**src/rtl/audio_pkg.sv**
```systemverilog
// Shared definitions for the PWM audio output block: register offsets,
// STATUS/CTRL bit positions and the sample type.
package audio_pkg;

  typedef logic signed [15:0] sample_t;

  typedef enum logic [1:0] {
    REG_CTRL   = 2'd0,
    REG_STATUS = 2'd1,
    REG_DATA   = 2'd2,
    REG_DIV    = 2'd3
  } reg_addr_t;

  localparam int CTRL_ENABLE = 0;
  localparam int CTRL_FLUSH  = 1;

  localparam int STAT_FULL      = 0;
  localparam int STAT_EMPTY     = 1;
  localparam int STAT_UNDERRUN  = 2;
  localparam int STAT_OVERFLOW  = 3;
  localparam int STAT_LEVEL_LSB = 8;

  // Signed two's complement to offset binary: midscale 0 maps to 0x8000.
  function automatic logic [15:0] offset_binary(input sample_t s);
    return s ^ 16'h8000;
  endfunction

endpackage

```
**src/rtl/sync_fifo.sv**
```systemverilog
// Single-clock FIFO with push/pop/flush; flush wins over everything else,
// and a push on a full FIFO is accepted only when a pop frees a slot that cycle.
module sync_fifo #(
  parameter int WIDTH = 16,
  parameter int DEPTH = 16,
  localparam int AW = $clog2(DEPTH)
) (
  input  logic             clk,
  input  logic             reset,
  input  logic             push,
  input  logic             pop,
  input  logic             flush,
  input  logic [WIDTH-1:0] wdata,
  output logic [WIDTH-1:0] rdata,
  output logic             full,
  output logic             empty,
  output logic [AW:0]      level
);

  localparam logic [AW:0] FULL_LEVEL = (AW+1)'(DEPTH);

  logic [WIDTH-1:0] mem [DEPTH];
  logic [AW-1:0]    wr_ptr;
  logic [AW-1:0]    rd_ptr;
  logic             do_push;
  logic             do_pop;

  assign empty   = (level == '0);
  assign full    = (level == FULL_LEVEL);
  assign do_pop  = pop && !empty && !flush;
  assign do_push = push && !flush && (!full || do_pop);
  assign rdata   = mem[rd_ptr];

  always_ff @(posedge clk) begin
    if (do_push) mem[wr_ptr] <= wdata;
  end

  always_ff @(posedge clk or posedge reset) begin
    if (reset) begin
      wr_ptr <= '0;
      rd_ptr <= '0;
      level  <= '0;
    end else if (flush) begin
      wr_ptr <= '0;
      rd_ptr <= '0;
      level  <= '0;
    end else begin
      if (do_push) wr_ptr <= wr_ptr + AW'(1);
      if (do_pop)  rd_ptr <= rd_ptr + AW'(1);
      case ({do_push, do_pop})
        2'b10:   level <= level + (AW+1)'(1);
        2'b01:   level <= level - (AW+1)'(1);
        default: level <= level;
      endcase
    end
  end

endmodule

```
**src/rtl/audio_pwm_out.sv**
```systemverilog
// Memory-mapped PWM audio output: samples are queued in a FIFO, consumed at the
// sample rate set by DIV, and rendered as an offset-binary PWM duty cycle.
module audio_pwm_out
  import audio_pkg::*;
#(
  parameter int FIFO_DEPTH = 16,
  parameter int PWM_BITS   = 10,
  parameter int DIV_RESET  = 1134
) (
  input  logic        clk,
  input  logic        reset,
  input  logic        we,
  input  logic [31:0] addr,
  input  logic [31:0] wd,
  output logic [31:0] rd,
  output logic        pwm_out
);

  localparam int LW = $clog2(FIFO_DEPTH) + 1;

  reg_addr_t           reg_sel;
  logic                wr_ctrl, wr_status, wr_data, wr_div;
  logic                enable, underrun, overflow;
  logic [15:0]         div_reg, period_cnt;
  logic                tick, flush, pop_ok;
  sample_t             cur_sample, fifo_head;
  logic                fifo_full, fifo_empty;
  logic [LW-1:0]       fifo_level;
  logic [PWM_BITS-1:0] pwm_cnt, duty;
  logic [15:0]         sample_ob;
  logic [31:0]         rd_next;
  logic                unused_ok;

  assign reg_sel   = reg_addr_t'(addr[3:2]);
  assign wr_ctrl   = we && (reg_sel == REG_CTRL);
  assign wr_status = we && (reg_sel == REG_STATUS);
  assign wr_data   = we && (reg_sel == REG_DATA);
  assign wr_div    = we && (reg_sel == REG_DIV);
  assign flush     = wr_ctrl && wd[CTRL_FLUSH];
  assign tick      = enable && (period_cnt == div_reg - 16'd1);
  // A flush in the same cycle as a tick suppresses the pop so the sample holds.
  assign pop_ok    = tick && !fifo_empty && !flush;
  assign sample_ob = offset_binary(cur_sample);
  assign unused_ok = ^{addr[31:4], addr[1:0], wd[31:16], sample_ob};

  sync_fifo #(
    .WIDTH(16),
    .DEPTH(FIFO_DEPTH)
  ) u_fifo (
    .clk   (clk),
    .reset (reset),
    .push  (wr_data),
    .pop   (tick),
    .flush (flush),
    .wdata (wd[15:0]),
    .rdata (fifo_head),
    .full  (fifo_full),
    .empty (fifo_empty),
    .level (fifo_level)
  );

  always_ff @(posedge clk or posedge reset) begin
    if (reset) begin
      enable   <= 1'b0;
      underrun <= 1'b0;
      overflow <= 1'b0;
      div_reg  <= 16'(DIV_RESET);
    end else begin
      if (wr_ctrl) enable <= wd[CTRL_ENABLE];
      if (wr_div)  div_reg <= (wd[15:0] < 16'd2) ? 16'd2 : wd[15:0];
      underrun <= (underrun && !(wr_status && wd[STAT_UNDERRUN])) || (tick && fifo_empty);
      overflow <= (overflow && !(wr_status && wd[STAT_OVERFLOW])) ||
                  (wr_data && fifo_full && !pop_ok);
    end
  end

  always_ff @(posedge clk or posedge reset) begin
    if (reset) begin
      period_cnt <= '0;
      cur_sample <= '0;
    end else begin
      if (wr_div || !enable || tick) period_cnt <= '0;
      else                           period_cnt <= period_cnt + 16'd1;
      if (pop_ok) cur_sample <= fifo_head;
    end
  end

  // Duty is only reloaded when the PWM counter restarts, so no period is cut short.
  always_ff @(posedge clk or posedge reset) begin
    if (reset) begin
      pwm_cnt <= '0;
      duty    <= {1'b1, {(PWM_BITS-1){1'b0}}};
      pwm_out <= 1'b0;
    end else begin
      pwm_out <= enable && (pwm_cnt < duty);
      pwm_cnt <= enable ? pwm_cnt + PWM_BITS'(1) : '0;
      if (!enable || (pwm_cnt == '1)) duty <= sample_ob[15 -: PWM_BITS];
    end
  end

  always_comb begin
    rd_next = '0;
    case (reg_sel)
      REG_CTRL:   rd_next[CTRL_ENABLE] = enable;
      REG_STATUS: begin
        rd_next[STAT_FULL]                = fifo_full;
        rd_next[STAT_EMPTY]               = fifo_empty;
        rd_next[STAT_UNDERRUN]            = underrun;
        rd_next[STAT_OVERFLOW]            = overflow;
        rd_next[STAT_LEVEL_LSB +: LW]     = fifo_level;
      end
      REG_DATA:   rd_next = '0;
      REG_DIV:    rd_next[15:0] = div_reg;
      default:    rd_next = '0;
    endcase
  end

  always_ff @(posedge clk or posedge reset) begin
    if (reset) rd <= '0;
    else       rd <= rd_next;
  end

endmodule

```
**config.mk**
```make
export PLATFORM = sky130hd
export DESIGN_NAME = audio_pwm_out
export DESIGN_NICKNAME = d
export VERILOG_FILES = /design/src/rtl/audio_pkg.sv /design/src/rtl/sync_fifo.sv /design/src/rtl/audio_pwm_out.sv
export SDC_FILE = /design/constraint.sdc
export NUM_CORES = 1
export LEC_CHECK = 0
export ABC_AREA = 1
export CAP_MARGIN = 20
export CORE_MARGIN = 5
export CORE_UTILIZATION = 40
export CTS_CLUSTER_DIAMETER = 60
export CTS_CLUSTER_SIZE = 28
export DETAILED_ROUTE_END_ITERATION = 6
export DONT_BUFFER_PORTS = 1
export RECOVER_POWER = 100
export SYNTH_ARGS = -nofsm -noshare
export SYNTH_HDL_FRONTEND = slang
export SYNTH_SLANG_ARGS = --single-unit
```
**constraint.sdc**
```tcl
create_clock -name clk -period 4.3 [get_ports clk]
set_input_delay 0.645 -clock clk [delete_from_list [all_inputs] [get_ports clk]]
set_output_delay 0.645 -clock clk [all_outputs]
set_load 0.005 [all_outputs]
```
Word level (Yosys, flattened, before mapping)
Memories as Yosys holds them, arrays and structs flattened. A register that Yosys moved wholly into a read port is not among the register bits.
Index checks and enable logic that the tools add are counted.
{ "totals": {"regBits": 85, "mem_bits_rw": 256, "wordCells": 83, "memories": 1} }
{ "op_classes": {"add_sub_neg": 7, "n_lt_le_gt_ge": 2, "n_eq_ne": 8, "muxes": 16, "bitwise_logic": 1, "n_reduce_logical": 36} }
{ "memory_table": {"columns": ["name", "depth", "width", "rd", "rd_clocked_by_memory_dff", "write_ports", "line_no", "source"], "rows": [
  ["u_fifo.mem", 16, 16, 1, 1, 1, "sync_fifo.sv:22", "logic [WIDTH-1:0] mem [DEPTH];"]
]} }
{ "ops": {"columns": ["op", "n"], "rows": [
  ["$mux W16", 2],
  ["$mux W4", 5],
  ["$pmux W5 S2", 2],
  ["$logic_and A1 B1 Y1", 18],
  ["$add A16 B1 Y16 const B", 1],
  ["$eq A16 B16 Y1", 1],
  ["$lt A16 B2 Y1 const B", 1],
  ["$sub A16 B1 Y16 const B", 1],
  ["$add A10 B1 Y10 const B", 1],
  ["$eq A10 B10 Y1 const B", 1],
  ["$lt A10 B10 Y1", 1],
  ["$mux W10", 1],
  ["$add A4 B1 Y4 const B", 2],
  ["$logic_not A1 Y1", 7],
  ["$eq A2 B2 Y1 const B", 3],
  ["$logic_or A1 B1 Y1", 6],
  ["$pmux W3 S2", 1],
  ["$add A5 B1 Y5 const B", 1],
  ["$eq A5 B5 Y1 const B", 1],
  ["$logic_not A5 Y1", 1],
  ["$mux W5", 1],
  ["$sub A5 B1 Y5 const B", 1],
  ["$eq A2 B1 Y1 const B", 2],
  ["$pmux W1 S4", 1],
  ["other kinds (6)", 8]
]} }

Depth between registers and ports, before layout
Gate-level depths: netlist of the first run.
{ "depth": {"ltp_word": 10, "mapped_depth": 26, "depth_no_buf": 26} }

Modules after synthesis
From an unflattened synthesis of the first run, not the netlist that was laid out.
{ "hier_totals": {"cells_unflattened": 1505, "hier_area_um2": 15738.8} }
{ "modules_own_cells": {"columns": ["module", "n_inst", "cells_per_inst", "area_per_inst_um2", "seq_area_each_um2"], "rows": [
  ["sync_fifo", 1, 938, 11309.6, 8012.7],
  ["audio_pwm_out", 1, 567, 4429.2, 2060.7]
]} }

Worst setup path after synthesis of the first run
Ideal clock, no wire load.
{ "synth_timing": {"kind": "register to register", "startpoint": "reg div_reg[1]", "endpoint": "reg u_fifo.level[4]", "setup_ns": 0.118, "t_arrival_ns": 3.135, "slack_ns": 1.047, "stages_incl_launch_ff": 24, "path_buffers": 0, "synth_period_minus_slack_ns": 3.253, "cell_sequence": "dfstp_2 inv_1 ha_1 nand2_1 nand3_1 nor2_1 nand2_1 nor2_1 nand2_1 nor2_1 nand3_2 nor2_4 nand4_2 fa_1 or2_2 nand2_1 a21oi_1 xor2_1 inv_1 nand2_1 nand2_1 nor2_1 nand2_1 nand2_1"} }
{ "synth_via": {"elab_chain_len": 10, "word_cells_on_any_way": 12, "cone_classes": "add/sub: 1; eq/ne: 3; mux: 2; reduce/logical: 6"} }
{ "synth_rtl": {"columns": ["item", "line_no", "source"], "rows": [
  ["from (decl)", "audio_pwm_out.sv:24", "logic [15:0] div_reg, period_cnt;"],
  ["from (signal assigned)", "audio_pwm_out.sv:67", "div_reg <= 16'(DIV_RESET);"],
  ["from (signal assigned)", "audio_pwm_out.sv:70", "if (wr_div) div_reg <= (wd[15:0] < 16'd2) ? 16'd2 : wd[15:0];"],
  ["$sub A16 B1 Y16 *", "audio_pwm_out.sv:40", "assign tick = enable && (period_cnt == div_reg - 16'd1);"],
  ["$eq A16 B16 Y1 *", "audio_pwm_out.sv:40", null],
  ["$logic_and A1 B1 Y1 *", "audio_pwm_out.sv:40", null],
  ["$logic_and A1 B1 Y1 * (2 in a row)", "sync_fifo.sv:30", "assign do_pop = pop && !empty && !flush;"],
  ["$logic_or A1 B1 Y1", "sync_fifo.sv:31", "assign do_push = push && !flush && (!full || do_pop);"],
  ["$logic_and A1 B1 Y1", "sync_fifo.sv:31", null],
  ["$eq A2 B1 Y1 / $eq A2 B2 Y1 (equally long branches)", "sync_fifo.sv:50", "case ({do_push, do_pop})"],
  ["$pmux W5 S2", "sync_fifo.sv:50", null],
  ["$mux W5", "sync_fifo.sv:43", "end else if (flush) begin"],
  ["to (signal assigned)", "sync_fifo.sv:51", "2'b10: level <= level + (AW+1)'(1);"],
  ["to (signal assigned)", "sync_fifo.sv:52", "2'b01: level <= level - (AW+1)'(1);"],
  ["to (signal assigned)", "sync_fifo.sv:53", "default: level <= level;"],
  ["to (decl)", "sync_fifo.sv:17", "output logic [AW:0] level"]
]} }
Every way passes the cells marked *; elsewhere a longest branch is shown, timed or not.
A chain may end at the register's enable or synchronous reset.

Worst setup path in the final report of the first run
{ "layout_timing": {"startpoint": "reg div_reg[0]", "endpoint": "mem u_fifo.mem[15][13], enable pin"} }
{ "layout_via": {"elab_chain_len": 9} }
{ "layout_rtl": {"columns": ["item", "line_no", "source"], "rows": [
  ["$sub A16 B1 Y16", "audio_pwm_out.sv:40", null],
  ["$eq A16 B16 Y1", "audio_pwm_out.sv:40", null],
  ["$logic_and A1 B1 Y1", "audio_pwm_out.sv:40", null],
  ["$logic_and A1 B1 Y1 (2 in a row)", "sync_fifo.sv:30", null],
  ["$logic_or A1 B1 Y1", "sync_fifo.sv:31", null],
  ["$logic_and A1 B1 Y1", "sync_fifo.sv:31", null],
  ["$mux W1", "sync_fifo.sv:35", "if (do_push) mem[wr_ptr] <= wdata;"],
  ["$mux W1 (not written as such)", "sync_fifo.sv:35", null],
  ["to (decl)", "sync_fifo.sv:22", null]
]} }
No other way between the ends.

==> impl_metrics.toml, run 1 <==
[worst_setup_path]
crit_type = "register to register"
critPathLaunchType = "register"
critPathMaxFanout = 20
arrival_ns = 3.98
crit_required_ns = 4.48
crit_path_end_kind = "register"
rrSetupSlack_ns = 0.50

[layout]
diodes = 0
nFillCells = 2759
finish.utilization = 0.445
final_cells = 1567
finalInstanceArea_sq_um = 12800
largest_reg_flops = 160
nets = 1256
drive_gt1_frac = 0.0719
area_delta_synth_final_pct = 9.73
largest_register = "u_fifo.mem"

[clock_network]
cts_num_sinks = 255
cts_root_buf = "clkbuf_16"
clockBufferDepth = 3
cts.clk_slew.worst_paths_ns = 0.08
cts_hold_buf = 0
cts_max_level = 1
numCtsBuffers = 22
clock_latency_ns = 0.52
post_cts_buffers = 0
cts_tree = "built"
cts-resized-gates = 0

[logic_synthesis]
synth_most_common_cell = "nor2_1"
synth_seq_cells = 255
synth_top_cell_by_area = "edfxtp_1"
netlist_instances = 1158
ys.flop_type = "edfxtp_1"
synth_cell_types = 46
yosysWarnings = 0
synth.area.top_cells = "edfxtp_1 41%, dfrtp_1 19%, o21ai_0 6.1%"
synth_seq_area_share = 0.618
synth_edf_count = 160
synthArstFlopShare = 0.373
synth.avg_cell_area_sq_um = 10.1
synth_top_area_share = 0.413
synth_area_sq_um = 11600
yosys-top-cells-count = "178 x nor2_1, 161 x nand2_1, 160 x edfxtp_1"

[sta]
period_share = 0.883
fmax_mhz = 263
hold_ws_ns = 0.216
setup_tns_ns = 0
period_needed_ns = 3.80
finalHoldViolations = 0
fin_worst_skew_ns = 0.0244
relSlewSlack = -0.715
worst_slew_pin_slew_ns = 2.56
grt_setup_unrepaired = "no"
drv_slew = 57
setup_slack_ns = 0.501
setup_viol = 0

[floorplanning]
core_area_sq_um = 28700
die-height_microns = 181
initial_core_util = 0.406
rows = 62
io_pins = 100
die-area_sq_um = 32600
die_width_microns = 181

[drt]
routed_wl_mm = 27.6
routedWlPerCell_microns = 17.6
first_pass_iters = 7
drc = 0
vias_per_cell = 5.20
vias = 8151
initialDrtViolationCount = 741
ant_nets = 0

[placement]
port-buffer-count = 0
place_area_sq_um = 12100
dp.cells = 1528
place_congestion = 0.878
pre_cts_slack_ns = 0.614
hpwl_mm = 18.1

[global_routing]
grt_overflow = 0
grt_antenna_before_repair = 1
grt_pass1_wl_mm = 44.0
grt_pass1_vias = 7804
grt_max_degree = 83
grtUsageTotal = 0.167

[job]
max_cap_viol_count = 1

[hold_path]
holdCritPathClass = "input pin to register"

[run_status]
violations = "capacitance limit, slew limit"
status = "complete, but fails checks"

[power_and_ir_drop]
power_mw = 5.43
leakage_nw = 5.11
powerDensity_nw_per_um2 = 425
vdd_drop_max_mv = 0.284
kinds of logic after synthesis:
| kind of cell | share of synthesized area |
|---|---|
| XOR/XNOR | 0.0120 |
| adder cells (fa/ha/maj) | 0.0232 |
| AND/OR/NAND/NOR | 0.170 |
| multiplexers | 0.00774 |
| AO/OA/AOI/OAI | 0.107 |
| buffers and inverters | 0.0621 |
| flip-flops | 0.618 |
| other | 0.000322 |
cell type report:
| cell class | count | area (sq um) | area share |
|---|---|---|---|
| clock buffer | 28 | 594 | 0.0465 |
| clock inverter | 11 | 131 | 0.0103 |
| inverter | 114 | 429 | 0.0336 |
| multi-input combinational | 746 | 3750 | 0.294 |
| sequential | 255 | 7190 | 0.563 |
| tap | 384 | 480 | 0.0376 |
| timing repair buffer | 29 | 191 | 0.0150 |
worst paths after layout:
path | cells after the start | from | end
hold / removal | 0 | wd[9] | u_fifo.mem[4][9]
min in group asynchronous | 1 | reset | duty[1]
hold reg to reg | 2 | cur_sample[7] | cur_sample[7]
max in group asynchronous | 2 | reset | u_fifo.rd_ptr[0]
setup reg to reg | 15 | div_reg[0] | u_fifo.mem[15][13]
setup / recovery | 15 | div_reg[0] | u_fifo.mem[15][13]
layer usage:
| layer | wire length [microns] | up-vias | GRT usage |
|---|---|---|---|
| met5 | 8 | - | 0 |
| met4 | 677 | 2 | 0.0478 |
| met3 | 1620 | 42 | 0.0236 |
| met2 | 12500 | 224 | 0.261 |
| met1 | 12800 | 3933 | 0.244 |
| li1 | - | 3950 | - |
critical path, cell delays in order, from the launching register on:
cell	delay [ns]
dfrtp_1	0.40
inv_2	0.10
ha_1	0.28
nand2_2	0.10
nor2_1	0.29
nand2_2	0.14
o21bai_2	0.18
nand2_1	0.07
nor2_1	0.09
nand3_1	0.13
nor2_4	0.19
nand3_4	0.23
nand2_1	0.26
nand2_1	0.38
nor3_1	0.26
clkbuf_2	0.34
power breakdown:
part           internal (mW)  switching (mW)
logic                  0.190           0.403
registers               2.72           0.102
clock network           1.08           0.935
cells in the final DEF (no fill, tap or decap), types with 5 or more instances in the layout:
master,n
nor2_1,179
conb_1,16
inv_1,108
clkbuf_16,23
dfstp_2,5
edfxtp_1,160
clkbuf_2,6
o21ai_0,142
nand3_1,48
xor2_1,12
nor4_1,7
clkbuf_1,8
inv_2,5
dfrtp_1,87
nor3_1,28
nand3b_1,5
a21oi_1,22
o22ai_1,52
ha_1,20
buf_4,20
nand2_1,163
mux2i_1,9
nand4_1,8
Power figures use the tool's default switching activity.
==> run 2: changes to the inputs <==
--- a/config.mk
+++ b/config.mk
@@ -12,8 +12,8 @@
 export CTS_CLUSTER_DIAMETER = 60
 export CTS_CLUSTER_SIZE = 28
 export DETAILED_ROUTE_END_ITERATION = 6
-export DONT_BUFFER_PORTS = 1
 export RECOVER_POWER = 100
+export SKIP_CTS_REPAIR_TIMING = 1
 export SYNTH_ARGS = -nofsm -noshare
 export SYNTH_HDL_FRONTEND = slang
 export SYNTH_SLANG_ARGS = --single-unit
==> impl_metrics.toml, run 2 (synthesis gave the netlist of run 1 again) <==
[run_status]
status = "complete, but fails checks"
violations = "capacitance limit, slew limit"

[job]
max_cap_viol_count = 1

[layout]
largest_reg_flops = 160
area_delta_synth_final_pct = 13.8
final_common_cell = "nor2_1"
nets = 1303
drive_gt1_frac = 0.0731
diodes = 0
final_cell_mix = "179 x nor2_1, 162 x nand2_1, 160 x edfxtp_1"
finish.utilization = 0.462
largest_register = "u_fifo.mem"

[sta]
worst_slew_pin_slew_ns = 1.70
period_share = 0.913
setup_slack_ns = 0.376
drv_slew = 39
relSlewSlack = -0.137
setup_tns_ns = 0
hold_ws_ns = 0.486
grt_setup_unrepaired = "no"
finalHoldViolations = 0
setup_viol = 0
fin_worst_skew_ns = 0.0173
fmax_mhz = 255
period_needed_ns = 3.92

[placement]
port-buffer-count = 37
hpwl_mm = 18.3
place_congestion = 0.902
pre_cts_slack_ns = 0.606

[worst_setup_path]
rrSetupSlack_ns = 0.38
critPathMaxFanout = 19
crit_type = "register to register"
critPathLaunchType = "register"
path_cells = "inv_2, ha_1, nand2_2, nor2_1, nand2_1, o21bai_1, nand2_1, nor2_1, nand3_1, nor2_4, nand3_4, nand2_4, nand2_2, clkbuf_1, nor3_1, clkbuf_2"
critPathSlowestCell = "dfrtp_1"
crit_path_end_kind = "register"
worstRegToRegCells = 16
r2r-start = "div_reg[0]"
rr_endpoint = "u_fifo.mem[7][11]"
cp-startpoint = "div_reg[0]"
crit_required_ns = 4.50
arrival_ns = 4.13
cp_slowest_stage_delay_ns = 0.40

[clock_network]
numCtsBuffers = 23
clock_latency_ns = 0.54
cts_root_buf = "clkbuf_16"
cts_max_level = 1
cts.clk_slew.worst_paths_ns = 0.06
cts_tree = "built"
clockBufferDepth = 3
cts_num_sinks = 255

[power_and_ir_drop]
powerDensity_nw_per_um2 = 427
power_mw = 5.66
leakage_nw = 5.33
vdd_drop_max_mv = 0.313

[drt]
vias = 8360
routed_wl_mm = 28.0
initialDrtViolationCount = 781
first_pass_iters = 5
ant_nets = 0
vias_per_cell = 5.18
drc = 0
routedWlPerCell_microns = 17.4

[global_routing]
grt_overflow = 0
grt_pass1_wl_mm = 44.8
grt_max_degree = 84
grt_pass1_vias = 8014
grtUsageTotal = 0.170
grt_antenna_before_repair = 0

[floorplanning]
die-height_microns = 181
core_area_sq_um = 28700
die_width_microns = 181
die-area_sq_um = 32600
rows = 62
initial_core_util = 0.406
io_pins = 100

[hold_path]
whs_path_depth = 2
holdCritPathClass = "register to register"
whs_endpoint = "duty[4]"
worstHoldStart = "cur_sample[10]"
-- run 2: cell count changes in the layout (fill, tap and decap cells not counted), moves of 2 or more --
cell / change
clkdlybuf4s50_1: +8
dfstp_2: +2
dlygate4sd3_1: +29
clkinv_1: +2
clkinvlp_4: +2
dfstp_1: -2
clkbuf_1: +6
inv_16: +2
clkinv_2: -2
-- run 2: worst max path at each step --
stage / depth (start not counted) / end
after CTS: 16 / u_fifo.mem[11][14]
after floorplan: 23 / u_fifo.level[4]
after global routing: 15 / u_fifo.mem[11][14]
after global placement: 17 / u_fifo.mem[11][11]
final: 16 / u_fifo.mem[7][11]
after detailed placement: 16 / u_fifo.mem[11][11]
-- run 2: stage by stage --
step | instances | area (sq um)
after detailed placement | 1573 | 12500
after global placement | 1573 | 12500
final | 1615 | 13200
after global routing | 1615 | 13200
after CTS | 1614 | 13300
after floorplan | 1173 | 11700
-- run 2: routing by layer --
| layer | up-vias | GRT usage | share of wire |
|---|---|---|---|
| met1 | 4071 | 0.247 | 0.45 |
| met3 | 42 | 0.0202 | 0.048 |
| met2 | 200 | 0.274 | 0.47 |
| met4 | 0 | 0.0423 | 0.023 |
| met5 | - | 0 | 0 |
| li1 | 4047 | - | - |
-- run 2: area by class of cell --
| type | count | area (sq um) |
|---|---|---|
| clock inverters | 17 | 219 |
| well taps | 384 | 480 |
| repair buffers | 75 | 592 |
| flip-flops and latches | 255 | 7190 |
| multi-input cells | 746 | 3760 |
| clock buffers | 24 | 579 |
| inverters | 114 | 429 |
| fillers | 2751 | 15500 |
-- run 2: worst max-delay path, delay by kind of cell, from the launching register on --
kind | cells | cell delay (ns)
simple gates | 11 | 1.82
buf+inv | 3 | 0.80
flops | 1 | 0.40
fa+ha+maj | 1 | 0.28
compound gates | 1 | 0.27
-- run 2: where the power goes --
group / internal, mW / total [mW] / switching, mW
Clock: 1.16 / 2.16 / 1.00
Sequential: 2.72 / 2.82 / 0.0951
Combinational: 0.226 / 0.687 / 0.462
Total: 4.11 / 5.66 / 1.56
